===== config.mk =====
export PLATFORM = sky130hd
export DESIGN_NAME = line_rasterizer
export DESIGN_NICKNAME = d
export VERILOG_FILES = /design/src/rtl/line_rasterizer.sv
export SDC_FILE = /design/constraint.sdc
export NUM_CORES = 1
export LEC_CHECK = 0
export BUFFER_PORTS_ARGS = -buffer_cell sky130_fd_sc_hd__clkbuf_2
export CAP_MARGIN = 20
export CELL_PAD_IN_SITES_DETAIL_PLACEMENT = 1
export CELL_PAD_IN_SITES_GLOBAL_PLACEMENT = 2
export CORE_ASPECT_RATIO = 1.75
export CORE_MARGIN = 3
export CORE_UTILIZATION = 42
export CTS_BUF_LIST = sky130_fd_sc_hd__clkbuf_16
export DETAILED_ROUTE_END_ITERATION = 8
export GPL_ROUTABILITY_DRIVEN = 0
export PLACE_DENSITY_LB_ADDON = 0.15
export RECOVER_POWER = 100
export SYNTH_ARGS = -nofsm -noshare
export SYNTH_HDL_FRONTEND = slang
export SYNTH_SLANG_ARGS = --single-unit

===== constraint.sdc =====
create_clock -name clock -period 10.7 [get_ports clock]
set_input_delay 2.14 -clock clock [delete_from_list [all_inputs] [get_ports clock]]
set_output_delay 2.14 -clock clock [all_outputs]
set_load 0.03 [all_outputs]

===== src/rtl/line_rasterizer.sv =====
// Bresenham line walker: accepts one endpoint pair per handshake, emits one pixel per cycle.
// Optional screen-bounds clipping is enabled by defining LINE_CLIP_EN.
module line_rasterizer #(
    parameter int CORDW = 16,
    parameter int H_RES = 640,
    parameter int V_RES = 480
) (
    input  logic                    clock,
    input  logic                    io_aresetn,
    input  logic                    io_in_valid,
    output logic                    io_in_ready,
    input  logic signed [CORDW-1:0] io_x0,
    input  logic signed [CORDW-1:0] io_y0,
    input  logic signed [CORDW-1:0] io_x1,
    input  logic signed [CORDW-1:0] io_y1,
    output logic                    io_out_valid,
    input  logic                    io_out_ready,
    output logic signed [CORDW-1:0] io_out_x,
    output logic signed [CORDW-1:0] io_out_y,
    output logic                    io_out_last,
    output logic                    io_busy,
    output logic                    io_done
);

    // state | meaning
    // IDLE  | waiting for an endpoint pair
    // INIT  | deltas, step directions and initial error being computed
    // DRAW  | walking the segment, one pixel per handshake
    typedef enum logic [1:0] {IDLE, INIT, DRAW} state_t;

    localparam int DW  = CORDW + 1;
    localparam int EW  = CORDW + 2;
    localparam int E2W = CORDW + 3;
    localparam logic signed [CORDW-1:0] ONE   = CORDW'(1);
    localparam logic signed [DW-1:0]    H_LIM = DW'(H_RES);
    localparam logic signed [DW-1:0]    V_LIM = DW'(V_RES);

    state_t state, state_nx;

    logic signed [CORDW-1:0] x0_r, y0_r, x1_r, y1_r, cx, cy;
    logic signed [DW-1:0]    dx, dy;
    logic                    sx_neg, sy_neg;
    logic signed [EW-1:0]    err;
    logic                    done_r;

    logic signed [DW-1:0]  diff_x, diff_y, abs_x, abs_y, cx_w, cy_w;
    logic signed [E2W-1:0] e2, dx_e, dy_e;
    logic signed [EW-1:0]  dx_w, dy_w, err_nx;
    logic                  step_x, step_y, at_end, on_screen, visible, fire;

    assign diff_x = {x1_r[CORDW-1], x1_r} - {x0_r[CORDW-1], x0_r};
    assign diff_y = {y1_r[CORDW-1], y1_r} - {y0_r[CORDW-1], y0_r};
    assign abs_x  = diff_x[DW-1] ? -diff_x : diff_x;
    assign abs_y  = diff_y[DW-1] ? -diff_y : diff_y;

    // Both step decisions use the pre-update error; err absorbs both increments.
    assign e2     = {err[EW-1], err, 1'b0};
    assign dx_e   = {{2{dx[DW-1]}}, dx};
    assign dy_e   = {{2{dy[DW-1]}}, dy};
    assign dx_w   = {dx[DW-1], dx};
    assign dy_w   = {dy[DW-1], dy};
    assign step_x = (e2 >= dy_e);
    assign step_y = (e2 <= dx_e);
    assign err_nx = err + (step_x ? dy_w : {EW{1'b0}}) + (step_y ? dx_w : {EW{1'b0}});

    assign at_end    = (cx == x1_r) && (cy == y1_r);
    assign cx_w      = {cx[CORDW-1], cx};
    assign cy_w      = {cy[CORDW-1], cy};
    assign on_screen = !cx[CORDW-1] && !cy[CORDW-1] && (cx_w < H_LIM) && (cy_w < V_LIM);

`ifdef LINE_CLIP_EN
    assign visible = on_screen;
`else
    logic clip_unused;
    assign visible     = 1'b1;
    assign clip_unused = on_screen;
`endif

    // Off-screen pixels advance without waiting for the consumer.
    assign fire = (state == DRAW) && (visible ? io_out_ready : 1'b1);

    assign io_in_ready  = (state == IDLE);
    assign io_busy      = (state != IDLE);
    assign io_out_valid = (state == DRAW) && visible;
    assign io_out_last  = (state == DRAW) && visible && at_end;
    assign io_out_x     = cx;
    assign io_out_y     = cy;
    assign io_done      = done_r;

    always_ff @(posedge clock or negedge io_aresetn) begin
        if (!io_aresetn) state <= IDLE;
        else             state <= state_nx;
    end

    always_comb begin
        state_nx = state;
        case (state)
            IDLE:    if (io_in_valid) state_nx = INIT;
            INIT:    state_nx = DRAW;
            DRAW:    if (fire && at_end) state_nx = IDLE;
            default: state_nx = IDLE;
        endcase
    end

    always_ff @(posedge clock or negedge io_aresetn) begin
        if (!io_aresetn) begin
            x0_r   <= '0;
            y0_r   <= '0;
            x1_r   <= '0;
            y1_r   <= '0;
            cx     <= '0;
            cy     <= '0;
            dx     <= '0;
            dy     <= '0;
            sx_neg <= 1'b0;
            sy_neg <= 1'b0;
            err    <= '0;
            done_r <= 1'b0;
        end else begin
            done_r <= 1'b0;
            case (state)
                IDLE: begin
                    if (io_in_valid) begin
                        x0_r <= io_x0;
                        y0_r <= io_y0;
                        x1_r <= io_x1;
                        y1_r <= io_y1;
                    end
                end
                INIT: begin
                    dx     <= abs_x;
                    dy     <= -abs_y;
                    sx_neg <= !(x0_r < x1_r);
                    sy_neg <= !(y0_r < y1_r);
                    err    <= {abs_x[DW-1], abs_x} - {abs_y[DW-1], abs_y};
                    cx     <= x0_r;
                    cy     <= y0_r;
                end
                DRAW: begin
                    if (fire) begin
                        if (at_end) begin
                            done_r <= 1'b1;
                        end else begin
                            if (step_x) cx <= sx_neg ? cx - ONE : cx + ONE;
                            if (step_y) cy <= sy_neg ? cy - ONE : cy + ONE;
                            err <= err_nx;
                        end
                    end
                end
                default: ;
            endcase
        end
    end

endmodule

# == Word-level counts from Yosys, hierarchy flattened ==
# Cells that the tools add are included.
# totals
inputBits,68
regBits,153
# classes
mux,23
n_addsub,12
n_lt_le_gt_ge,4
eq_ne,10
n_reduce_logical,14
# op_table
cell,n
$mux 16,8
$mux 18,4
$pmux 16 s2,2
$neg 17->17,3
$add 18x18->18,2
$pmux 18 s2,1
$mux 17,2
$sub 16x16->17,2
$add 16x2->16 const B,2
$eq 16x16->1,2
$lt 16x16->1,2
$sub 16x2->16 const B,2
$ge 19x17->1,1
$le 19x17->1,1
$sub 17x17->18,1
$ne 2x1->1 const B,4
$reduce_and 4->1,2
$pmux 2 s3,1
$logic_and 1x1->1,4
$mux 2,2
$ne 2x2->1 const B,2
$reduce_and 2->1,2
$reduce_bool 2->1,2
$mux 1,3
other kinds (5),6

# == Longest topological paths before layout ==
# logic_depth
word_depth,7
depth_mapped,28
ltp_nobuf,27

# == Worst setup path after synthesis ==
# Ideal clock, no wire load.
# synth_path
kind,register -> register
start,register x1_r[0]
end,register err[16]
path_buffers,1
path_stages_with_launch,27
setup_ps,99
arrival_ps,5171
synth_period_minus_slack_ps,5271
setup_slack_ps,5429
cell_sequence,dfrtp_1 -> inv_1 -> ha_1 -> inv_1 -> fa_1 -> a21o_1 -> a21oi_1 -> o21ai_0 -> a21oi_1 -> a22oi_1 -> a31o_2 -> nand2_1 -> a41oi_1 -> clkbuf_1 -> mux2_2 -> fa_1 -> a21o_1 -> a21o_1 -> a21oi_1 -> o21ai_0 -> a41oi_1 -> a21oi_1 -> a31oi_1 -> o21ai_0 -> xnor2_1 -> and3_1 -> a311oi_1
# synth_between
elab_chain_len,5
# synth_rtl
element,line_no,text
"start, declared",40,"logic signed [CORDW-1:0] x0_r, y0_r, x1_r, y1_r, cx, cy;"
"start signal, assigned",126,x1_r <= io_x1;
$sub 16x16->17 *,51,"assign diff_x = {x1_r[CORDW-1], x1_r} - {x0_r[CORDW-1], x0_r};"
$neg 17->17,53,assign abs_x = diff_x[DW-1] ? -diff_x : diff_x;
$mux 17 *,53,
net abs_x[1],46,"logic signed [DW-1:0] diff_x, diff_y, abs_x, abs_y, cx_w, cy_w;"
$sub 17x17->18 *,135,"err <= {abs_x[DW-1], abs_x} - {abs_y[DW-1], abs_y};"
$pmux 18 s2 *,121,case (state)
"end signal, assigned",135,
"end signal, assigned",146,err <= err_nx;
"end, declared",43,logic signed [EW-1:0] err;
# The timed path passes the listed nets; every way through them passes the cells marked *.
# A chain may end at the register's enable or synchronous reset.

# == Worst setup path in the final report ==
# layout_path
start,register state[0]
end,register cy[14] (netlist: io_out_y[14])
# layout_between
elab_chain_len,4
# layout_rtl
element,line_no,text
"start, declared",38,"state_t state, state_nx;"
"start signal, assigned",92,else state <= state_nx;
$eq 2x2->1,"80, 121",
$logic_and 1x1->1,80,assign fire = (state == DRAW) && (visible ? io_out_ready : 1'b1);
$ne 2x1->1 (no line),-,
$reduce_and 4->1 (no line),-,
"end signal, assigned",137,cy <= y0_r;
"end signal, assigned",145,if (step_y) cy <= sy_neg ? cy - ONE : cy + ONE;
"end, declared",40,
# Several ways; a longest one is shown, not always the timed one.

==> summary.txt <==
Run status
  • Outcome: finished, violations left
  • Failing checks: capacitance limit, slew limit

STA
  • Tmin final: 7.430 ns
  • Final Hold Viols: 0
  • Setup TNS: 0 ns
  • Slew @ Worst Pin: 5.511 ns
  • Slew Viols, Final: 344
  • Period utilization: 0.6944
  • Fmax achieved: 0.1346 GHz
  • Max transition margin: -2.674
  • Setup Skew: 0.01420 ns
  • Setup Viol. Count Final: 0
  • RSZ-0062 raised after global routing: false

Synth
  • Sequential area share after synthesis: 0.2838
  • Async set-reset flop share out of synthesis: 1.000
  • Ys Warns: 0
  • Most used flip-flop cell after synthesis: dfrtp_1
  • Post-Synthesis Cell Area: 13490 um2
  • Synthesized flop and latch total: 153
  • Synth Net Count: 1720
  • EDFF count, synth: 0
  • Avg Cell Area, Syn: 9.050 um2
  • Yosys cell types: 82
  • Cells after synthesis: 1491

CTS
  • Cts repair resizes: 0
  • Clock-pin slew on the worst setup and hold paths: 0.07 ns
  • CTS tree: built
  • Post-CTS Hold Fix Bufs: 0
  • Clock Tree Root: clkbuf_16
  • Max clock buf depth: 2
  • # clock sinks: 153
  • Num CTS Buffers: 17
  • Post-CTS setup buffers: 0
  • CTS H-tree depth: 4
  • Clock latency on the worst-skew pair: 0.45 ns

Finish
  • Area grow syn2layout: 10.25%
  • Post-route core utilization: 0.4702
  • Final net count: 1811
  • ANT cells: 0
  • Layout cells sized above 1: 0.1361
  • # fillers: 3781

Global route
  • Initial antenna violation count: 0
  • Largest net degree at the start of global routing: 94
  • Number of global-route vias before repair: 12343
  • Grt ovf: 0
  • GRT Total Usage: 0.2480
  • First-pass GRT wire length: 66.83 mm

Detailed routing
  • Total wire length: 42.06 mm
  • WL/cell: 21.12 um
  • Remaining DRCs: 0
  • Initial DRC Count: 369
  • DR pass1 iterations: 4
  • Via count of the routed design: 11270
  • Antenna viol nets, final: 0
  • Post-detailed-route via-to-cell ratio: 5.660

Place
  • I/O Buffers: 104
  • Dpl hpwl: 33.67 mm

Critical path
  • Worst-path fanout max: 54
  • Critical Path End Type: flop
  • Crit start category: flop
  • CP required: 10.84 ns
  • Crit Path Category: reg -> reg
  • Arr. time, crit path: 7.57 ns

Floorplan
  • FP Rows: 86
  • Die H: 243.1 um
  • Core ar.: 31640 um2
  • Starting Density: 0.4265
  • Die Area: 34400 um2
  • Chip Width: 141.5 um
  • I/O pin count: 105

Min path
  • Hold Crit Class: reg -> reg

Job
  • Max Cap Violations: 6
-- path summary, 6_finish.rpt --
path	from	to	slack, ns	depth (start not counted)
hold / removal	x0_r[10]	x0_r[10]	0.51	1
setup reg to reg	state[0]	io_out_y[14]	3.27	12
min in group asynchronous	io_aresetn	err[3]	3.70	1
setup / recovery	state[0]	io_out_y[14]	3.27	12
max in group asynchronous	io_aresetn	dy[11]	3.91	1
hold reg to reg	x0_r[10]	x0_r[10]	0.51	1
-- critical path, cell delays in order (launching register included) --
cell      delay [ns]
dfrtp_1         0.40
inv_1           0.11
ha_1            0.19
clkbuf_1        2.67
clkinv_1        0.50
o21ai_0         0.39
nor2_2          0.05
clkbuf_1        0.74
o21ai_0         0.40
clkbuf_1        1.10
nor2_1          0.12
mux2i_1         0.22
o311ai_0        0.18
-- state kept, by name (all words and copies together) (netlist names) --
signal and flops:
x1_r 16, err 18, io_out_x 16, y0_r 16, y1_r 16, io_out_y 16, state 2, dy 17
sx_neg 1, x0_r 16, io_done 1, sy_neg 1, dx 17
-- synthesized netlist by cell type (7+ instances only) --
master	n	area share
xnor2_1	56	0.036
or3_1	14	0.0065
dfrtp_1	153	0.28
clkbuf_1	33	0.0092
ha_1	138	0.13
a21o_1	36	0.020
o211ai_1	9	0.0050
a21oi_1	102	0.038
fa_1	23	0.034
a211oi_1	7	0.0039
and2_1	34	0.016
and3_1	12	0.0056
mux2i_1	24	0.018
nand3_1	37	0.014
nand4_1	14	0.0065
nand2b_1	8	0.0037
o21ai_0	93	0.034
nor3_1	38	0.014
nand2_1	94	0.026
o21a_1	11	0.0061
nor2b_1	22	0.010
inv_1	117	0.033
buf_2	7	0.0026
nor2_1	100	0.028
nor4_1	9	0.0042
xor2_1	77	0.050
a31oi_1	16	0.0074
mux2_2	86	0.072
-- per-stage QoR --
step	cells	area, um2	hold slack (ns)	worst slack (ns)
floorplan	1491	13490	0.4794	5.429
global placement	1958	14420	0.4881	4.690
detailed placement	1958	14420	0.4986	4.635
CTS	1990	15000	0.5133	4.639
global route	1991	14880	0.5376	2.553
finish	1991	14880	0.5130	3.270
-- per-layer routing --
metal	GRT usage	part of all wire
met1	0.2701	0.38
met2	0.4680	0.55
met3	0.03095	0.023
met4	0.1144	0.049
met5	0	0
-- cells by family (layout without fill, tap and decap cells) --
| group | after synthesis | after routing | synth area share |
|---|---|---|---|
| adders and majority gates | 161 | 161 | 0.1621 |
| AOI/OAI and AO/OA | 347 | 347 | 0.1651 |
| muxes | 110 | 110 | 0.08958 |
| DFF | 153 | 153 | 0.2838 |
| buffers and inverters | 161 | 265 | 0.04655 |
| xor gates and xnor gates | 140 | 140 | 0.09561 |
| and+or+nand+nor | 419 | 419 | 0.1574 |
-- cell type report --
type	count	area, um2	area share
repair buffers	115	520.5	0.03499
well taps	396	495.5	0.03331
clock buffers	17	425.4	0.02860
multi-input cells	1177	9011	0.6058
flip-flops and latches	153	3829	0.2574
inverters	118	442.9	0.02978
clock inverters	15	151.4	0.01018
-- layout by cell type (no fill, tap or decap), drive strengths merged, types with 12 or more instances in the layout --
| cell | instances |
|---|---|
| o21ai | 94 |
| a21o | 37 |
| nor2b | 22 |
| nor3 | 39 |
| xor2 | 80 |
| and3 | 12 |
| clkbuf | 130 |
| and2 | 34 |
| fa | 23 |
| xnor2 | 60 |
| dfrtp | 153 |
| or3 | 15 |
| a31oi | 16 |
| nor2 | 102 |
| nand3 | 40 |
| a21oi | 108 |
| nand2 | 94 |
| mux2i | 24 |
| mux2 | 86 |
| ha | 138 |
| nand4 | 14 |
| inv | 121 |
Power is left out: the tool's default activity adds up to more than one toggle a clock period on the data nets, which glitch-free logic cannot reach.
